`src/rtl/mpb_mem_responder_pkg.sv`:
```
// Shared types and helpers for the MPB memory responder.
// Optional error counter is enabled by defining MPB_MEM_RESPONDER_ERR_CNT_EN.
package mpb_mem_responder_pkg;

  typedef enum logic [1:0] {
    IDLE = 2'd0,
    WAIT = 2'd1,
    RESP = 2'd2
  } state_e;

  localparam int WAIT_CNT_W = 4;

  // A request errors when it is not word aligned or falls past the last word.
  function automatic logic addr_err(input logic [63:0] addr, input int depth, input int data_w);
    logic [63:0] lane_mask;
    logic [63:0] limit;
    lane_mask = 64'(data_w / 8 - 1);
    limit     = 64'(depth) * 64'(data_w / 8);
    return ((addr & lane_mask) != 64'd0) || (addr >= limit);
  endfunction

endpackage

```
`src/rtl/mpb_mem_responder_mem.sv`:
```
// DEPTH x DATA_W register array: async clear, byte-enabled write, combinational read.
module mpb_mem_responder_mem #(
  parameter int DEPTH  = 16,
  parameter int DATA_W = 32
) (
  input  logic                     clk,
  input  logic                     reset_n,
  input  logic                     wr_en,
  input  logic [$clog2(DEPTH)-1:0] wr_idx,
  input  logic [DATA_W-1:0]        wr_data,
  input  logic [DATA_W/8-1:0]      wr_be,
  input  logic [$clog2(DEPTH)-1:0] rd_idx,
  output logic [DATA_W-1:0]        rd_data
);

  localparam int BE_W = DATA_W / 8;

  logic [DATA_W-1:0] mem_q [DEPTH];
  logic [DATA_W-1:0] mem_d [DEPTH];

  always_comb begin
    mem_d = mem_q;
    if (wr_en) begin
      for (int i = 0; i < BE_W; i++) begin
        if (wr_be[i]) mem_d[wr_idx][8*i +: 8] = wr_data[8*i +: 8];
      end
    end
  end

  always_ff @(posedge clk or negedge reset_n) begin
    if (!reset_n) begin
      for (int i = 0; i < DEPTH; i++) mem_q[i] <= '0;
    end else begin
      mem_q <= mem_d;
    end
  end

  assign rd_data = mem_q[rd_idx];

endmodule

```
`src/rtl/mpb_mem_responder.sv`:
```
// MPB target: one outstanding request, optional wait cycles, byte-enabled word memory.
// Define MPB_MEM_RESPONDER_ERR_CNT_EN to add the saturating err_cnt output and err_cnt_clr input.
module mpb_mem_responder
  import mpb_mem_responder_pkg::*;
#(
  parameter int ADDR_W      = 32,
  parameter int DATA_W      = 32,
  parameter int DEPTH       = 16,
  parameter int WAIT_CYCLES = 0
) (
  input  logic                clk,
  input  logic                reset_n,
  input  logic                req_vld,
  output logic                req_rdy,
  input  logic                req_we,
  input  logic [ADDR_W-1:0]   req_addr,
  input  logic [DATA_W-1:0]   req_wdata,
  input  logic [DATA_W/8-1:0] req_be,
  output logic                rsp_vld,
  input  logic                rsp_rdy,
  output logic [DATA_W-1:0]   rsp_rdata,
  output logic                rsp_err
`ifdef MPB_MEM_RESPONDER_ERR_CNT_EN
  ,
  input  logic                err_cnt_clr,
  output logic [7:0]          err_cnt
`endif
);

  localparam int BE_W  = DATA_W / 8;
  localparam int OFF_W = $clog2(BE_W);
  localparam int IDX_W = $clog2(DEPTH);

  state_e                  state_q, state_d;
  logic [WAIT_CNT_W-1:0]   cnt_q, cnt_d;
  logic                    req_rdy_q, req_rdy_d;
  logic                    rsp_vld_q, rsp_vld_d;
  logic [DATA_W-1:0]       rsp_rdata_q, rsp_rdata_d;
  logic                    rsp_err_q, rsp_err_d;

  logic                    accept;
  logic                    rsp_hs;
  logic                    req_err;
  logic [IDX_W-1:0]        req_idx;
  logic [DATA_W-1:0]       mem_rdata;

  assign accept  = req_vld && req_rdy_q;
  assign rsp_hs  = rsp_vld_q && rsp_rdy;
  assign req_err = addr_err(64'(req_addr), DEPTH, DATA_W);
  assign req_idx = req_addr[OFF_W +: IDX_W];

  // Writes land in the accept cycle so a following read sees them.
  mpb_mem_responder_mem #(
    .DEPTH  (DEPTH),
    .DATA_W (DATA_W)
  ) u_mem (
    .clk     (clk),
    .reset_n (reset_n),
    .wr_en   (accept && req_we && !req_err),
    .wr_idx  (req_idx),
    .wr_data (req_wdata),
    .wr_be   (req_be),
    .rd_idx  (req_idx),
    .rd_data (mem_rdata)
  );

  always_comb begin
    state_d     = state_q;
    cnt_d       = cnt_q;
    rsp_rdata_d = rsp_rdata_q;
    rsp_err_d   = rsp_err_q;
    case (state_q)
      IDLE: begin
        if (accept) begin
          rsp_err_d   = req_err;
          rsp_rdata_d = (!req_we && !req_err) ? mem_rdata : '0;
          if (WAIT_CYCLES > 0) begin
            state_d = WAIT;
            cnt_d   = WAIT_CNT_W'(WAIT_CYCLES - 1);
          end else begin
            state_d = RESP;
          end
        end
      end
      WAIT: begin
        if (cnt_q == '0) state_d = RESP;
        else             cnt_d   = cnt_q - WAIT_CNT_W'(1);
      end
      RESP: begin
        if (rsp_rdy) state_d = IDLE;
      end
      default: state_d = IDLE;
    endcase
    rsp_vld_d = (state_d == RESP);
    req_rdy_d = (state_d == IDLE);
  end

  always_ff @(posedge clk or negedge reset_n) begin
    if (!reset_n) begin
      state_q     <= IDLE;
      cnt_q       <= '0;
      req_rdy_q   <= 1'b0;
      rsp_vld_q   <= 1'b0;
      rsp_rdata_q <= '0;
      rsp_err_q   <= 1'b0;
    end else begin
      state_q     <= state_d;
      cnt_q       <= cnt_d;
      req_rdy_q   <= req_rdy_d;
      rsp_vld_q   <= rsp_vld_d;
      rsp_rdata_q <= rsp_rdata_d;
      rsp_err_q   <= rsp_err_d;
    end
  end

  assign req_rdy   = req_rdy_q;
  assign rsp_vld   = rsp_vld_q;
  assign rsp_rdata = rsp_rdata_q;
  assign rsp_err   = rsp_err_q;

`ifdef MPB_MEM_RESPONDER_ERR_CNT_EN
  logic [7:0] err_cnt_q, err_cnt_d;

  // Clear wins over a same-cycle increment; the count sticks at 255.
  always_comb begin
    err_cnt_d = err_cnt_q;
    if (err_cnt_clr)                                       err_cnt_d = 8'd0;
    else if (rsp_hs && rsp_err_q && err_cnt_q != 8'hFF)    err_cnt_d = err_cnt_q + 8'd1;
  end

  always_ff @(posedge clk or negedge reset_n) begin
    if (!reset_n) err_cnt_q <= 8'd0;
    else          err_cnt_q <= err_cnt_d;
  end

  assign err_cnt = err_cnt_q;
`endif

endmodule

```
`config.mk`:
```
export PLATFORM = sky130hd
export DESIGN_NAME = mpb_mem_responder
export DESIGN_NICKNAME = d
export VERILOG_FILES = /design/src/rtl/mpb_mem_responder_pkg.sv /design/src/rtl/mpb_mem_responder_mem.sv /design/src/rtl/mpb_mem_responder.sv
export SDC_FILE = /design/constraint.sdc
export NUM_CORES = 1
export LEC_CHECK = 0
export ABC_AREA = 1
export CORE_UTILIZATION = 50
export CTS_BUF_LIST = sky130_fd_sc_hd__clkbuf_4
export DETAILED_ROUTE_END_ITERATION = 16
export PLACE_DENSITY = 0.67
export SYNTH_ARGS = -nofsm -noshare
export SYNTH_HDL_FRONTEND = slang
export SYNTH_SLANG_ARGS = --single-unit
```
`constraint.sdc`:
```
create_clock -name clk -period 4.8 [get_ports clk]
set_input_delay 1.2 -clock clk [delete_from_list [all_inputs] [get_ports clk]]
set_output_delay 1.2 -clock clk [all_outputs]
set_load 0.05 [all_outputs]
```
# Yosys cells after proc, flatten, opt, wreduce, memory -nomap -nowiden
# Index checks and enable logic that the tools add are counted.
# op_classes
add_sub_neg,1
order_cmp,3
eq_ne,3
muxes,27
n_bitwise,2
n_reduce_logical,14
# ops
operator,count
two-way mux 512 bit,7
bitwise mux 512 bit,4
demux 32 bit (select 4 bit),4
binary-select mux 32 bit (select 4 bit),1
two-way mux 32 bit,4
nonzero test 64 bit,1
greater-or-equal comparator 32 x 7 -> 1 bit (second input constant),1
two-way mux 24 bit,1
two-way mux 16 bit,1
two-way mux 8 bit,1
two-way mux 2 bit,3
case mux 2 bit (3 select lines),1
greater-or-equal comparator 5 bit (second input constant),1
logical AND 1 bit,5
less-than comparator 5 x 1 -> 1 bit (second input constant),1
NOT 4 -> 5 bit,1
== test 2 bit (second input constant),2
zero test 2 bit,2
zero test 4 bit,1
AND reduction 2 bit,2
subtractor 4 x 1 -> 4 bit (second input constant),1
== test 2 x 1 -> 1 bit (second input constant),1
zero test 1 bit,2
logical OR 1 bit,1
NOT 1 bit,1
# totals
register_bits,553
in_bits,73
word_cells,72

# Depth between registers and ports, before layout
# Gate-level depths: netlist of the first run.
# logic_depth
word_depth,16
depth_mapped,12
mapped_depth_nobuf,10

# Hierarchy
# Synthesis of the first run repeated with hierarchy kept, for this count alone.
# hier_totals
cells_unflattened,3592
hier_area_um2,26870.8
# by_module_without_submodules
module,instances,cells_per_inst,area_each_um2,seq_area_each_um2
mpb_mem_responder_mem,1,3317,24820.1,12812.3
mpb_mem_responder,1,275,2050.7,1026.0

# Worst setup path after synthesis of the first run
# No wires, ideal clock.
# synth_path
path_type,input port to flip-flop
startpoint,input req_vld
endpoint,register u_mem.mem_q[132] in the netlist's numbering
setup_ns,0.118
t_arrival_ns,2.364
setup_slack_ns,2.318
path_stages,7
path_buffers,2
path_cell_list,nand2_1 -> nor2_1 -> buf_2 -> buf_2 -> nand4_4 -> nand2_1 -> nand2_1
# synth_between
elab_chain_cells,3
# synth_rtl
element,line_no,source
start: declaration,mpb_mem_responder.sv:13,"input logic req_vld,"
logical AND 1 bit,mpb_mem_responder.sv:47,assign accept = req_vld && req_rdy_q;
logical AND 1 bit (2 in series),mpb_mem_responder.sv:59,".wr_en (accept && req_we && !req_err),"
end signal: assignment,mpb_mem_responder_mem.sv:34,mem_q <= mem_d;
end: declaration,mpb_mem_responder_mem.sv:18,logic [DATA_W-1:0] mem_q [DEPTH];
# Every way passes these cells.
# A chain may end at the register's enable or synchronous reset.

# Worst setup path in the final report of the first run
# layout_path
startpoint,"register rsp_rdata_q[1], in the netlist rsp_rdata[1]"
endpoint,output rsp_rdata[1]
# layout_rtl
element,line_no,source
start: declaration,mpb_mem_responder.sv:38,"logic [DATA_W-1:0] rsp_rdata_q, rsp_rdata_d;"
start signal: assignment,mpb_mem_responder.sv:111,rsp_rdata_q <= rsp_rdata_d;
end: declaration,mpb_mem_responder.sv:21,"output logic [DATA_W-1:0] rsp_rdata,"
# No word-level cell between the ends.

==> impl_metrics.csv, run 1 <==
group,metric,value,unit
logic_synthesis,yosysMostFrequentCell,"nand2_1",
critical_path,start_kind,"flop",
clocking,hold_buffers,0,
floorplanning,core.rowCount,86,
place,gp_congestion,0.844,
drt,antenna_left,0,
logic_synthesis,synth_edf_count,0,
sta,holdWs,0.244,ns
floorplanning,dieArea,0.0576,sq mm
clocking,cts_buffers,153,
logic_synthesis,yosys_warnings,0,
logic_synthesis,synth_area_per_cell,7.55,sq um
clocking,post_cts_resized,0,
critical_path,cpPeakStageDelay,0.92,ns
drt,wl_per_cell,19.4,um
cells_and_area,finalNonFillerCells,4632,
drt,dr.first_iter.drc_count,3080,
logic_synthesis,synth_common_cells,"nand2_1, dfrtp_1, nand3_1, nor2_1, o21ai_1",
sta,fin_crit_sh,0.750,
sta,setup_viol,0,
critical_path,cpLargestDelayFamily,"buffers and inverters",
sta,rsz0062_at_grt,"false",
place,portBuffers,107,
critical_path,crit_chain,"clkdlybuf4s50_1",
logic_synthesis,synth_seq_cells,553,
drt,drt_wl_total,89900,um
logic_synthesis,async_flop_share,1.00,
logic_synthesis,synth-main-ff-cell,"dfrtp_1",
logic_synthesis,synthTopCellsByArea,"dfrtp_1, nand2_1, nand3_1",
sta,min_period,3.60,ns
critical_path,path_class,"flop to output port",
clocking,clk_pin_slew,0.07,ns
logic_synthesis,synth.top_cell.area_share,0.489,
global_routing,grt_usage,0.318,
place,hpwl,51600,um
sta,maxSlewViolCount,0,
job,maxCapViolCount,0,
place,dp_cells,4367,
power,power.leakage,0.0161,uW
critical_path,crit_slowest_cell,"clkdlybuf4s50_1",
cells_and_area,drive_above_1_share,0.105,
floorplanning,die_w,240,um
drt,via_count,26000,
floorplanning,coreArea,0.0555,sq mm
logic_synthesis,syn_area,0.0283,sq mm
clocking,htreeDepth,4,
clocking,clockBufferDepth,3,
global_routing,grt_max_degree,129,
drt,dr.pass1.iters,6,
global_routing,grt_overflow_total,0,
critical_path,critPathMaxFanout,2,
sta,max_freq,278,MHz
worst_hold_path,min_path_type,"input port to asynchronous set/reset pin",
critical_path,critPathBufInv,1,
power,finalPower,9990,uW
floorplanning,die_y,240,um
logic_synthesis,synth_nets,3826,
cells_and_area,fin_nets,3848,
cells_and_area,post-route-util,0.567,
global_routing,grt_pass1_vias,24600,
clocking,tritoncts,"done",
drt,drcViolationCount,0,
status,status,"finished, final reports clean",
drt,via_per_inst,5.61,
clocking,cts_setup_buffers,0,
sta,fin_setup_tns,0,ns
sta,worstMarginPinSlew,1.09,ns
sta,hold_viol,0,
sta,fin_skew,0.0436,ns
critical_path,required,3.60,ns
cells_and_area,syn2layout_area_growth,11.2,%
global_routing,grt_pass1_wl,142000,um
power,peakVddDrop,0.197,mV
logic_synthesis,seq_area_frac_synth,0.489,
logic_synthesis,yosysTopAreaCell,"dfrtp_1",
floorplanning,initial_core_util,0.510,
global_routing,antenna_found_initial,5,
sta,relSlewSlack,0.272,
critical_path,critPathCaptureType,"output port",
critical_path,worstPathArrival,2.40,ns
clocking,clock_latency,0.98,ns
power,powerDensity,317,mW/mm^2
clocking,cts_root_buffer,"clkbuf_4",
logic_synthesis,synth_cells,3752,
clocking,clkSinkCount,553,
floorplanning,io_pins,108,
logic_synthesis,synth_cell_types,31,
## per-layer routing
metal,wire length [um],up-vias,GRT usage
met4,1860,2,0.112
li1,-,12200,-
met1,38900,12300,0.449
met5,12,-,0
met2,40900,1311,0.487
met3,8260,142,0.0650
## flip-flops by register name, summed over array words and instances (netlist names)
signal / cells
rsp_err: 1
u_mem.mem_q: 512
cnt_q: 4
req_rdy: 1
state_q: 2
rsp_rdata: 32
rsp_vld: 1
## placed cells by master (no fill, tap or decap), types with 2 or more instances in the layout
master           instances
nor2_4                  10
nand3_2                 14
clkinv_1                25
nand2_4                  4
nand3_1                520
o21ai_0                149
nand2_2                  2
nor2_1                 314
o21ai_2                  8
clkinv_2                 3
buf_12                  14
buf_2                    3
clkbuf_4               229
nand4_4                 39
nand3b_1                 2
nor3_1                 129
buf_4                   41
nor2_8                   3
dfrtp_1                553
clkdlybuf4s50_1        100
a21oi_1                  2
o21ai_1                166
nand4_2                  9
nand2_1               1353
diode_2                  3
inv_1                  158
inv_2                   23
## cells by family after synthesis
group           after synthesis  synth area share
compound gates              325            0.0585
xor+xnor                      2          0.000619
fa+ha+maj                     1          0.000442
buf+inv                     470            0.0711
flops                       553             0.489
simple gates               2401             0.381
## cell type report
class / instances / area [sq um]
diodes: 3 / 7.51
clock buffers: 229 / 1720
clock inverters: 33 / 151
fillers: 5356 / 24000
inverters: 177 / 667
multi-input cells: 2729 / 12500
flip-flops and latches: 553 / 13800
well taps: 748 / 936
repair buffers: 160 / 1630
## worst paths after layout
kind	end	slack [ns]	from	depth (start not counted)
max	rsp_rdata[1]	1.20	rsp_rdata[1]	1
min	rsp_rdata[25]	0.24	reset_n	1
max reg2reg	u_mem.mem_q[345]	2.44	req_rdy	6
min reg2reg	cnt_q[0]	0.47	cnt_q[0]	1
max in group asynchronous	u_mem.mem_q[52]	3.48	reset_n	2
min in group clk	cnt_q[0]	0.47	cnt_q[0]	1
## metrics by stage
step | area, sq um | worst slack, ns
finish | 31500 | 1.20
detailed placement | 29600 | 0.954
global route | 31500 | 1.11
floorplan | 28300 | 2.32
global placement | 29600 | 0.984
CTS | 31500 | 1.10
## power by group
part | internal (uW) | total, uW | switching [uW]
clock | 2210 | 4280 | 2070
sequential | 4670 | 4680 | 7.43
combinational | 234 | 1030 | 792
total | 7120 | 9990 | 2870
Power figures use the tool's default switching activity.
==> run 2: changes to the inputs <==
==> constraint.sdc (replaced) <==
create_clock -name clk -period 3.7 [get_ports clk]
set_input_delay 0.925 -clock clk [delete_from_list [all_inputs] [get_ports clk]]
set_output_delay 0.925 -clock clk [all_outputs]
set_load 0.05 [all_outputs]
==> run 2 against run 1 <==
Global-route usage is essentially flat. Setup slack lost 0.70 ns. Wire length shrank 0.52%. Via count is essentially flat. Cell area grew 1.4%. Non-clock buffer count grew 45. Flip-flop and latch count is the same. Final cell count grew 1.0%. Clock power grew 34%.
==> impl_metrics.csv, run 2 (synthesized netlist as in run 1, its figures left out) <==
group,metric,value,unit
status,status,"finished, final reports clean",
cells_and_area,syn2layout_area_growth,12.7,%
place,portBuffers,107,
floorplanning,initial_core_util,0.510,
clocking,cts_setup_buffers,0,
critical_path,path_class,"flop to output port",
floorplanning,io_pins,108,
drt,via_per_inst,5.56,
clocking,clkSinkCount,553,
sta,relSlewSlack,0.322,
drt,dr.pass1.iters,6,
clocking,htreeDepth,4,
clocking,post_cts_resized,0,
sta,fin_skew,0.0480,ns
cells_and_area,largest_register,"u_mem.mem_q",
power,powerDensity,412,mW/mm^2
critical_path,cpPeakStageDelay,0.85,ns
sta,hold_viol,0,
floorplanning,coreArea,0.0555,sq mm
global_routing,grt_pass1_vias,24500,
clocking,tritoncts,"done",
cells_and_area,num-fill-cells,5249,
cells_and_area,final_area,0.0319,sq mm
global_routing,antenna_found_initial,4,
sta,rsz0062_at_grt,"false",
power,peakVddDrop,0.292,mV
critical_path,worstPathArrival,2.28,ns
clocking,clk_pin_slew,0.07,ns
clocking,cts_buffers,153,
clocking,hold_buffers,1,
cells_and_area,final_common_cell,"nand2_1",
floorplanning,die_w,240,um
sta,maxSlewViolCount,0,
floorplanning,die_y,240,um
place,gp_congestion,0.833,
global_routing,grt_max_degree,129,
sta,max_freq,312,MHz
drt,drcViolationCount,0,
power,power.leakage,0.0164,uW
drt,drt_wl_total,89500,um
floorplanning,core.rowCount,86,
critical_path,crit_chain,"clkdlybuf4s50_1",
drt,via_count,26000,
global_routing,grt_usage,0.318,
critical_path,critPathCaptureType,"output port",
critical_path,start_kind,"flop",
worst_hold_path,min_path_type,"input port to flop",
critical_path,critPathBufInv,1,
clocking,clock_latency,1.03,ns
job,maxCapViolCount,0,
cells_and_area,fin_nets,3893,
sta,min_period,3.20,ns
clocking,cts_root_buffer,"clkbuf_4",
place,hpwl,52900,um
global_routing,grt_overflow_total,0,
sta,worstMarginPinSlew,1.01,ns
cells_and_area,largest_reg_flops,512,
sta,setup_viol,0,
drt,dr.first_iter.drc_count,2840,
critical_path,crit_slowest_cell,"clkdlybuf4s50_1",
critical_path,required,2.77,ns
sta,fin_crit_sh,0.865,
floorplanning,dieArea,0.0576,sq mm
critical_path,cpLargestDelayFamily,"buffers and inverters",
sta,fin_setup_tns,0,ns
global_routing,grt_pass1_wl,141000,um
drt,wl_per_cell,19.1,um
critical_path,critPathMaxFanout,2,
clocking,clockBufferDepth,3,
drt,antenna_left,0,
place,post_dp_cell_area,0.0300,sq mm
cells_and_area,final_cell_mix,"nand2_1, dfrtp_1, nand3_1",
cells_and_area,drive_above_1_share,0.116,
-- run 2: cell types whose count changed in the layout (fill, tap and decap cells not counted), sizes merged --
cell | previous run | this run
bufinv | 1 | 3
clkbuf | 229 | 235
dlygate4sd3 | 0 | 1
diode | 3 | 7
buf | 60 | 104
clkinv | 28 | 19
inv | 181 | 180
-- run 2: metrics by stage --
stage               cells  setup WS (ns)  utilization  hold WS (ns)  total power (uW)
floorplan            3752           1.49            -         0.442              6920
global placement     4411          0.458        0.540         0.456              7520
detailed placement   4411          0.403        0.540         0.459              7520
CTS                  4672          0.406        0.575         0.372             13200
global route         4677          0.433        0.575         0.444             13700
finish               4679          0.498        0.575         0.441             13200
-- run 2: path summary, 6_finish.rpt --
check / start / to / slack (ns) / cells after the start
max in group asynchronous: reset_n / u_mem.mem_q[180] / 2.23 / 3
min reg2reg: u_mem.mem_q[151] / u_mem.mem_q[151] / 0.47 / 2
max reg2reg: req_rdy / u_mem.mem_q[162] / 1.60 / 7
max: rsp_rdata[8] / rsp_rdata[8] / 0.50 / 1
min: req_be[0] / u_mem.mem_q[34] / 0.44 / 5
min in group asynchronous: reset_n / u_mem.mem_q[313] / 0.48 / 2
-- run 2: final cells by class --
type                    instances  area, sq um  area share
diodes                          7         17.5    0.000549
clock buffers                 235         1760      0.0553
clock inverters                25          174     0.00545
inverters                     177          667      0.0209
multi-input cells            2729        12500       0.393
flip-flops and latches        553        13800       0.433
well taps                     748          936      0.0293
repair buffers                205         2000      0.0625
-- run 2: report_power, final --
part | total (uW) | switching, uW | internal, uW
sequential | 6070 | 9.13 | 6060
combinational | 1340 | 1020 | 325
clock | 5730 | 2660 | 3070
-- run 2: per-layer routing --
| layer | vias up | track usage | wire length (um) |
|---|---|---|---|
| met1 | 12500 | 0.447 | 39500 |
| met3 | 169 | 0.0603 | 7070 |
| li1 | 12300 | - | - |
| met5 | - | 0 | 60 |
| met4 | 4 | 0.130 | 2520 |
| met2 | 1083 | 0.483 | 40300 |
